### src/rtl/mold_feed_arb.sv
// mold_feed_arb
// Packet-atomic arbiter that shares one moldudp64 decoder between two
// redundant UDP feeds (line A / line B). Whole packets are granted, and beats
// of different packets never interleave. A packet longer than MAX_BEATS is cut
// short: its last forwarded beat is marked tlast=1/tuser=1, and the rest of it
// is drained from the source without being forwarded.
//
// Ports:
//   clk, nreset            clock, asynchronous active-low reset
//   a_axis_* / b_axis_*    feed A / feed B receive streams (tready_o back)
//   udp_axis_*             stream to the decoder (tready_i from decoder)
//   grant_o                current owner, 0 = A, 1 = B (valid while busy_o)
//   busy_o                 a packet is in progress (FWD or DRAIN)
//   drop_cnt_o             saturating count of truncated packets
//   state_o                debug view of the FSM state (IDLE/FWD/DRAIN)
//
// Optional build macro: MOLD_ARB_FIXED_PRIO_EN
//   defined   -> IDLE always prefers A; B is granted only when A is not valid
//   undefined -> round-robin between A and B when both are valid
//
// Handshake: a beat moves on a port only in a cycle where tvalid and tready
// are both high. Sources must hold tvalid/tdata/tkeep/tlast/tuser stable until
// that happens. The arbiter never makes tready depend on a non-granted feed.
module mold_feed_arb #(
    parameter int AXI_DATA_W = 64,
    parameter int AXI_KEEP_W = AXI_DATA_W / 8,
    parameter int MAX_BEATS  = 190,
    parameter int DROP_CNT_W = 16
) (
    input  logic                  clk,
    input  logic                  nreset,

    input  logic                  a_axis_tvalid_i,
    input  logic [AXI_KEEP_W-1:0] a_axis_tkeep_i,
    input  logic [AXI_DATA_W-1:0] a_axis_tdata_i,
    input  logic                  a_axis_tlast_i,
    input  logic                  a_axis_tuser_i,
    output logic                  a_axis_tready_o,

    input  logic                  b_axis_tvalid_i,
    input  logic [AXI_KEEP_W-1:0] b_axis_tkeep_i,
    input  logic [AXI_DATA_W-1:0] b_axis_tdata_i,
    input  logic                  b_axis_tlast_i,
    input  logic                  b_axis_tuser_i,
    output logic                  b_axis_tready_o,

    output logic                  udp_axis_tvalid_o,
    output logic [AXI_KEEP_W-1:0] udp_axis_tkeep_o,
    output logic [AXI_DATA_W-1:0] udp_axis_tdata_o,
    output logic                  udp_axis_tlast_o,
    output logic                  udp_axis_tuser_o,
    input  logic                  udp_axis_tready_i,

    output logic                  grant_o,
    output logic                  busy_o,
    output logic [DROP_CNT_W-1:0] drop_cnt_o,
    output logic [1:0]            state_o
);

    localparam int CNT_W = $clog2(MAX_BEATS + 1);

    localparam logic [1:0] ST_IDLE  = 2'd0;
    localparam logic [1:0] ST_FWD   = 2'd1;
    localparam logic [1:0] ST_DRAIN = 2'd2;

    logic [1:0]            state_q,    state_d;
    logic                  grant_q,    grant_d;
    logic [CNT_W-1:0]      beat_cnt_q, beat_cnt_d;
    logic [DROP_CNT_W-1:0] drop_cnt_q, drop_cnt_d;
`ifndef MOLD_ARB_FIXED_PRIO_EN
    logic                  last_grant_q, last_grant_d;
`endif

    // Granted feed, selected by the registered owner.
    logic                  sel_valid;
    logic [AXI_KEEP_W-1:0] sel_keep;
    logic [AXI_DATA_W-1:0] sel_data;
    logic                  sel_last;
    logic                  sel_user;
    logic                  sel_ready;
    logic                  trunc;
    logic                  pick;

    assign sel_valid = grant_q ? b_axis_tvalid_i : a_axis_tvalid_i;
    assign sel_keep  = grant_q ? b_axis_tkeep_i  : a_axis_tkeep_i;
    assign sel_data  = grant_q ? b_axis_tdata_i  : a_axis_tdata_i;
    assign sel_last  = grant_q ? b_axis_tlast_i  : a_axis_tlast_i;
    assign sel_user  = grant_q ? b_axis_tuser_i  : a_axis_tuser_i;

    // The beat at position MAX_BEATS (count MAX_BEATS-1) is the last one
    // allowed out; if the source does not end the packet there, end it here.
    assign trunc = (state_q == ST_FWD) &&
                   (beat_cnt_q == CNT_W'(MAX_BEATS - 1)) && !sel_last;

    // Owner chosen in IDLE; only meaningful when at least one feed is valid.
`ifdef MOLD_ARB_FIXED_PRIO_EN
    assign pick = ~a_axis_tvalid_i;
`else
    assign pick = (a_axis_tvalid_i && b_axis_tvalid_i) ? ~last_grant_q
                                                       : ~a_axis_tvalid_i;
`endif

    always_comb begin
        udp_axis_tvalid_o = 1'b0;
        udp_axis_tkeep_o  = sel_keep;
        udp_axis_tdata_o  = sel_data;
        udp_axis_tlast_o  = sel_last | trunc;
        udp_axis_tuser_o  = sel_user | trunc;
        sel_ready         = 1'b0;
        case (state_q)
            ST_FWD: begin
                udp_axis_tvalid_o = sel_valid;
                sel_ready         = udp_axis_tready_i;
            end
            // Discard the remainder of a truncated packet at full rate.
            ST_DRAIN: sel_ready = 1'b1;
            default: ;
        endcase
        a_axis_tready_o = sel_ready & ~grant_q;
        b_axis_tready_o = sel_ready &  grant_q;
    end

    always_comb begin
        state_d    = state_q;
        grant_d    = grant_q;
        beat_cnt_d = beat_cnt_q;
        drop_cnt_d = drop_cnt_q;
`ifndef MOLD_ARB_FIXED_PRIO_EN
        last_grant_d = last_grant_q;
`endif
        case (state_q)
            ST_IDLE: begin
                if (a_axis_tvalid_i || b_axis_tvalid_i) begin
                    state_d    = ST_FWD;
                    grant_d    = pick;
                    beat_cnt_d = '0;
`ifndef MOLD_ARB_FIXED_PRIO_EN
                    last_grant_d = pick;
`endif
                end
            end
            ST_FWD: begin
                if (sel_valid && udp_axis_tready_i) begin
                    beat_cnt_d = beat_cnt_q + CNT_W'(1);
                    if (sel_last) begin
                        state_d = ST_IDLE;
                    end else if (trunc) begin
                        state_d = ST_DRAIN;
                        if (drop_cnt_q != {DROP_CNT_W{1'b1}}) begin
                            drop_cnt_d = drop_cnt_q + DROP_CNT_W'(1);
                        end
                    end
                end
            end
            ST_DRAIN: begin
                if (sel_valid && sel_last) begin
                    state_d = ST_IDLE;
                end
            end
            default: state_d = ST_IDLE;
        endcase
    end

    always_ff @(posedge clk or negedge nreset) begin
        if (!nreset) begin
            state_q    <= ST_IDLE;
            grant_q    <= 1'b0;
            beat_cnt_q <= '0;
            drop_cnt_q <= '0;
`ifndef MOLD_ARB_FIXED_PRIO_EN
            // Start as if B went last so that A wins the first contest.
            last_grant_q <= 1'b1;
`endif
        end else begin
            state_q    <= state_d;
            grant_q    <= grant_d;
            beat_cnt_q <= beat_cnt_d;
            drop_cnt_q <= drop_cnt_d;
`ifndef MOLD_ARB_FIXED_PRIO_EN
            last_grant_q <= last_grant_d;
`endif
        end
    end

    assign grant_o    = grant_q;
    assign busy_o     = (state_q != ST_IDLE);
    assign drop_cnt_o = drop_cnt_q;
    assign state_o    = state_q;

endmodule
### config.mk
export PLATFORM = sky130hd
export DESIGN_NAME = mold_feed_arb
export DESIGN_NICKNAME = d
export VERILOG_FILES = /design/src/rtl/mold_feed_arb.sv
export SDC_FILE = /design/constraint.sdc
export NUM_CORES = 1
export LEC_CHECK = 0
export BUFFER_PORTS_ARGS = -buffer_cell sky130_fd_sc_hd__buf_2
export CORE_AREA = 2 2 98 100
export DETAILED_ROUTE_END_ITERATION = 7
export DIE_AREA = 0 0 100 102
export MAX_ROUTING_LAYER = met4
export PLACE_DENSITY = 0.69
export SYNTH_ARGS = -nofsm -noshare
export SYNTH_HDL_FRONTEND = slang
export SYNTH_SLANG_ARGS = --single-unit
### constraint.sdc
create_clock -name clk -period 2 [get_ports clk]
set_input_delay 0.3 -clock clk [delete_from_list [all_inputs] [get_ports clk]]
set_output_delay 0.3 -clock clk [all_outputs]
set_load 0.01 [all_outputs]
==> reports/summary.log <==
qor: layout.drive_gt1_frac 0.728
qor: routing.drtIter0Drc 105
qor: setup_path.cp.arrival 2.28 ns
qor: timing.slew_violations 0
qor: floorplanning.core_region_area 9110 um^2
qor: synth.synth_area_per_cell 10.4 um^2
qor: clock_network.clock_latency 0.27 ns
qor: layout.postLayoutCoreUtil 0.452
qor: global_routing.busiest_layer met2
qor: timing.timing.max_slew.rel_slack 0.596
qor: timing.layout_worst_path_cycle_share 1.05
qor: setup_path.worst-r2r-setup-slack -0.11 ns
qor: pwr.ir_worst_vdd 0.374 mV
qor: run_status.failing_checks setup timing
qor: global_routing.grt.met3_usage 0.0876
qor: synth.synth.ff_latch_count 28
qor: global_routing.global_route_wire_length_before_repair 14.2 mm
qor: layout.num-fill-cells 888
qor: routing.route.final.wire_length 10.8 mm
qor: setup_path.worst_r2r_path_depth 9
qor: routing.routed-via-count 2872
qor: timing.clock-skew-final 0.00392 ns
qor: setup_path.worst_setup_path_startpoint state_o[0]$_DFFE_PN0P_
qor: clock_network.sinks_on_the_clock_net 28
qor: clock_network.ctsRootBufferMaster sky130_fd_sc_hd__clkbuf_8
qor: setup_path.critPathMaxFanout 3
qor: setup_path.required 2.17 ns
qor: floorplanning.die-height 102 um
qor: placed_design.gp_routability_congestion 0.853
qor: floorplanning.std_cell_rows 35
qor: global_routing.global_route.usage.met1 0.253
qor: pwr.report.power.total 3.79 mW
qor: global_routing.grt_antenna_before_repair 1
qor: synth.synth-seq-area-share 0.292
qor: synth.ys.warnings.count 0
qor: clock_network.ctsHtreeMaxLevel 1
qor: global_routing.grt_remaining_overflow 0
qor: synth.synth_edf_count 0
qor: floorplanning.dieWidth 100 um
qor: timing.fin_ws -0.108 ns
qor: global_routing.grt.total_usage 0.187
qor: run_status.status complete, but fails checks
qor: synth.post_synth_num_cell_types 39
qor: clock_network.holdBufCountCts 0
qor: timing.worst_slew_pin_slew 0.605 ns
qor: setup_path.rr_endpoint drop_cnt_o[4]$_DFFE_PN0P_
qor: setup_path.critPathLaunchType register
qor: placed_design.placement.io_buffers 249
qor: layout.multi_input_gate_area 1660 um^2
qor: routing.post_drt_via_cell_ratio 4.72
qor: layout.nNetsFinal 656
qor: timing.fmax 474 MHz
qor: global_routing.grt_pass1_vias 2813
qor: clock_network.reg_clk_slew_reported_paths 0.10 ns
qor: synth.synthFlopType sky130_fd_sc_hd__dfrtp_1
qor: job.maxCapViolations 0
qor: clock_network.clockBufferDepth 2
qor: timing.finalHoldViolCount 0
qor: synth.synth_largest_type_area_fraction 0.342
qor: synth.post-synth-top-count-cell sky130_fd_sc_hd__mux2_2
qor: timing.rsz0062_at_grt yes
qor: min_path.hold_path_class in2async
qor: pwr.powerDensity 919 nW/um^2
qor: synth.synth_largest_area_cell sky130_fd_sc_hd__mux2_2
qor: global_routing.grt_max_degree 33
qor: setup_path.worst_setup_path_end_kind register
qor: synth.post_synth_most_frequent_cells sky130_fd_sc_hd__mux2_2 (73), sky130_fd_sc_hd__dfrtp_1 (27), sky130_fd_sc_hd__nand4_1 (13), sky130_fd_sc_hd__xnor2_1 (13), sky130_fd_sc_hd__nor2_1 (12)
qor: placed_design.dp_hpwl 9.06 mm
qor: routing.remaining_drc_errors 0
qor: floorplanning.initial_core_util 0.264
qor: clock_network.number_of_cts_inserted_buffers 3
qor: timing.setup_total_negative_slack -0.901 ns
qor: setup_path.r2r-start state_o[0]$_DFFE_PN0P_
qor: setup_path.cp-endpoint drop_cnt_o[4]$_DFFE_PN0P_
qor: floorplanning.design.portCount 250
qor: synth.synth_top_cells_by_area sky130_fd_sc_hd__mux2_2 (34%), sky130_fd_sc_hd__dfrtp_1 (28%), sky130_fd_sc_hd__xnor2_1 (4.7%), sky130_fd_sc_hd__nand4_1 (3.4%), sky130_fd_sc_hd__ha_1 (3.1%)
qor: synth.synth_fp_nets 391
qor: synth.syn-cell-area 2400 um^2
qor: routing.post_drt_wl_per_cell 17.8 um
qor: layout.storage_element_area 706 um^2
qor: synth.netlist_instances 232
qor: pwr.p_leak 2.18 nW
qor: setup_path.setup.worst_path.class reg2reg
qor: clock_network.cts_tree done
qor: routing.detail-route-antenna-nets 0
qor: routing.drt-pass1-iter-count 4
qor: synth.async_flop_share 1.00
qor: timing.timing.final.crit_period 2.11 ns
qor: floorplanning.die_area 10200 um^2
qor: global_routing.globalRouteMet2Util 0.268
qor: layout.synth_to_final_area_change 71.3%
qor: timing.report.final.setup_viol 13
[area by class of cell]
cell class / instances / area share
diodes: 1 / 0.000607
clock buffers: 4 / 0.0134
inverters: 6 / 0.00547
multi-input cells: 184 / 0.404
flip-flops and latches: 28 / 0.171
well taps: 111 / 0.0337
repair buffers: 274 / 0.372
[cell usage in the layout, fill, tap and decap left out, types with 4 or more instances in the layout]
cell type / n
sky130_fd_sc_hd__a21oi_1: 4
sky130_fd_sc_hd__and2_1: 4
sky130_fd_sc_hd__and3_1: 5
sky130_fd_sc_hd__buf_2: 249
sky130_fd_sc_hd__buf_4: 11
sky130_fd_sc_hd__buf_6: 9
sky130_fd_sc_hd__clkbuf_8: 4
sky130_fd_sc_hd__dfrtp_1: 26
sky130_fd_sc_hd__ha_1: 4
sky130_fd_sc_hd__inv_1: 5
sky130_fd_sc_hd__mux2_2: 73
sky130_fd_sc_hd__nand2_1: 11
sky130_fd_sc_hd__nand3_1: 4
sky130_fd_sc_hd__nand4_1: 13
sky130_fd_sc_hd__nor2_1: 11
sky130_fd_sc_hd__o21ai_0: 4
sky130_fd_sc_hd__xnor2_1: 12
sky130_fd_sc_hd__xor2_1: 7
[sequential cells by signal, summed over array words and instances (netlist names)]
| signal | count |
|---|---|
| beat_cnt_q | 8 |
| drop_cnt_o | 16 |
| grant_o | 1 |
| last_grant_q | 1 |
| state_o | 2 |
[metrics by stage]
step	instances	setup slack [ns]	instance area, um^2	hold slack (ns)
2_1_floorplan	232	0.0562	2400	0.00441
3_3_place_gp	591	0.0373	3820	0.352
3_5_place_dp	591	-0.0107	3820	0.356
4_1_cts	596	-0.0299	3920	0.0446
5_1_grt	608	-0.217	4120	0.0674
6_report	608	-0.108	4120	0.0195
[logic make-up after synthesis]
| logic type | share of synthesized area |
|---|---|
| fa+ha+maj | 0.0312 |
| mux | 0.354 |
| simple gates | 0.149 |
| compound gates | 0.0619 |
| xor+xnor | 0.0728 |
| buf+inv | 0.0385 |
| flops | 0.292 |
[worst min path at each step]
stage	end	slack, ns
6_report	drop_cnt_o[11]$_DFFE_PN0P_	0.02
2_1_floorplan	beat_cnt_q[0]$_DFFE_PN0P_	0.004
5_1_grt	drop_cnt_o[11]$_DFFE_PN0P_	0.07
3_5_place_dp	drop_cnt_o[11]$_DFFE_PN0P_	0.36
4_1_cts	drop_cnt_o[11]$_DFFE_PN0P_	0.04
3_3_place_gp	drop_cnt_o[11]$_DFFE_PN0P_	0.35
[layer usage]
| metal | vias to the layer above | wire length [um] |
|---|---|---|
| met3 | 2 | 1320 |
| met2 | 141 | 4720 |
| met4 | 0 | 32 |
| met5 | - | 0 |
| li1 | 1378 | - |
| met1 | 1351 | 4740 |
[repair_timing]
action	CTS	global route
gates resized for setup	10	21
gates cloned	0	1
endpoints found under the setup margin	68	47
pin swaps	0	10
buffers inserted	1	10
[critical path, stage by stage, from the launching register on]
cell and delay, ns:
sky130_fd_sc_hd__dfrtp_1 0.44, sky130_fd_sc_hd__ha_4 0.17, sky130_fd_sc_hd__nand4b_1 0.14, sky130_fd_sc_hd__a211o_1 0.35, sky130_fd_sc_hd__buf_4 0.16, sky130_fd_sc_hd__a41oi_4 0.24
sky130_fd_sc_hd__buf_6 0.15, sky130_fd_sc_hd__buf_6 0.09, sky130_fd_sc_hd__nand4_1 0.11, sky130_fd_sc_hd__xnor2_1 0.15
[power breakdown]
group	switching, mW	leakage [nW]	internal (mW)
Combinational	1.32	1.77	1.41
Sequential	0.0675	0.380	0.638
Clock	0.176	0.0288	0.176
Total	1.56	2.18	2.23
No activity file was read; power rests on OpenSTA's default activity.
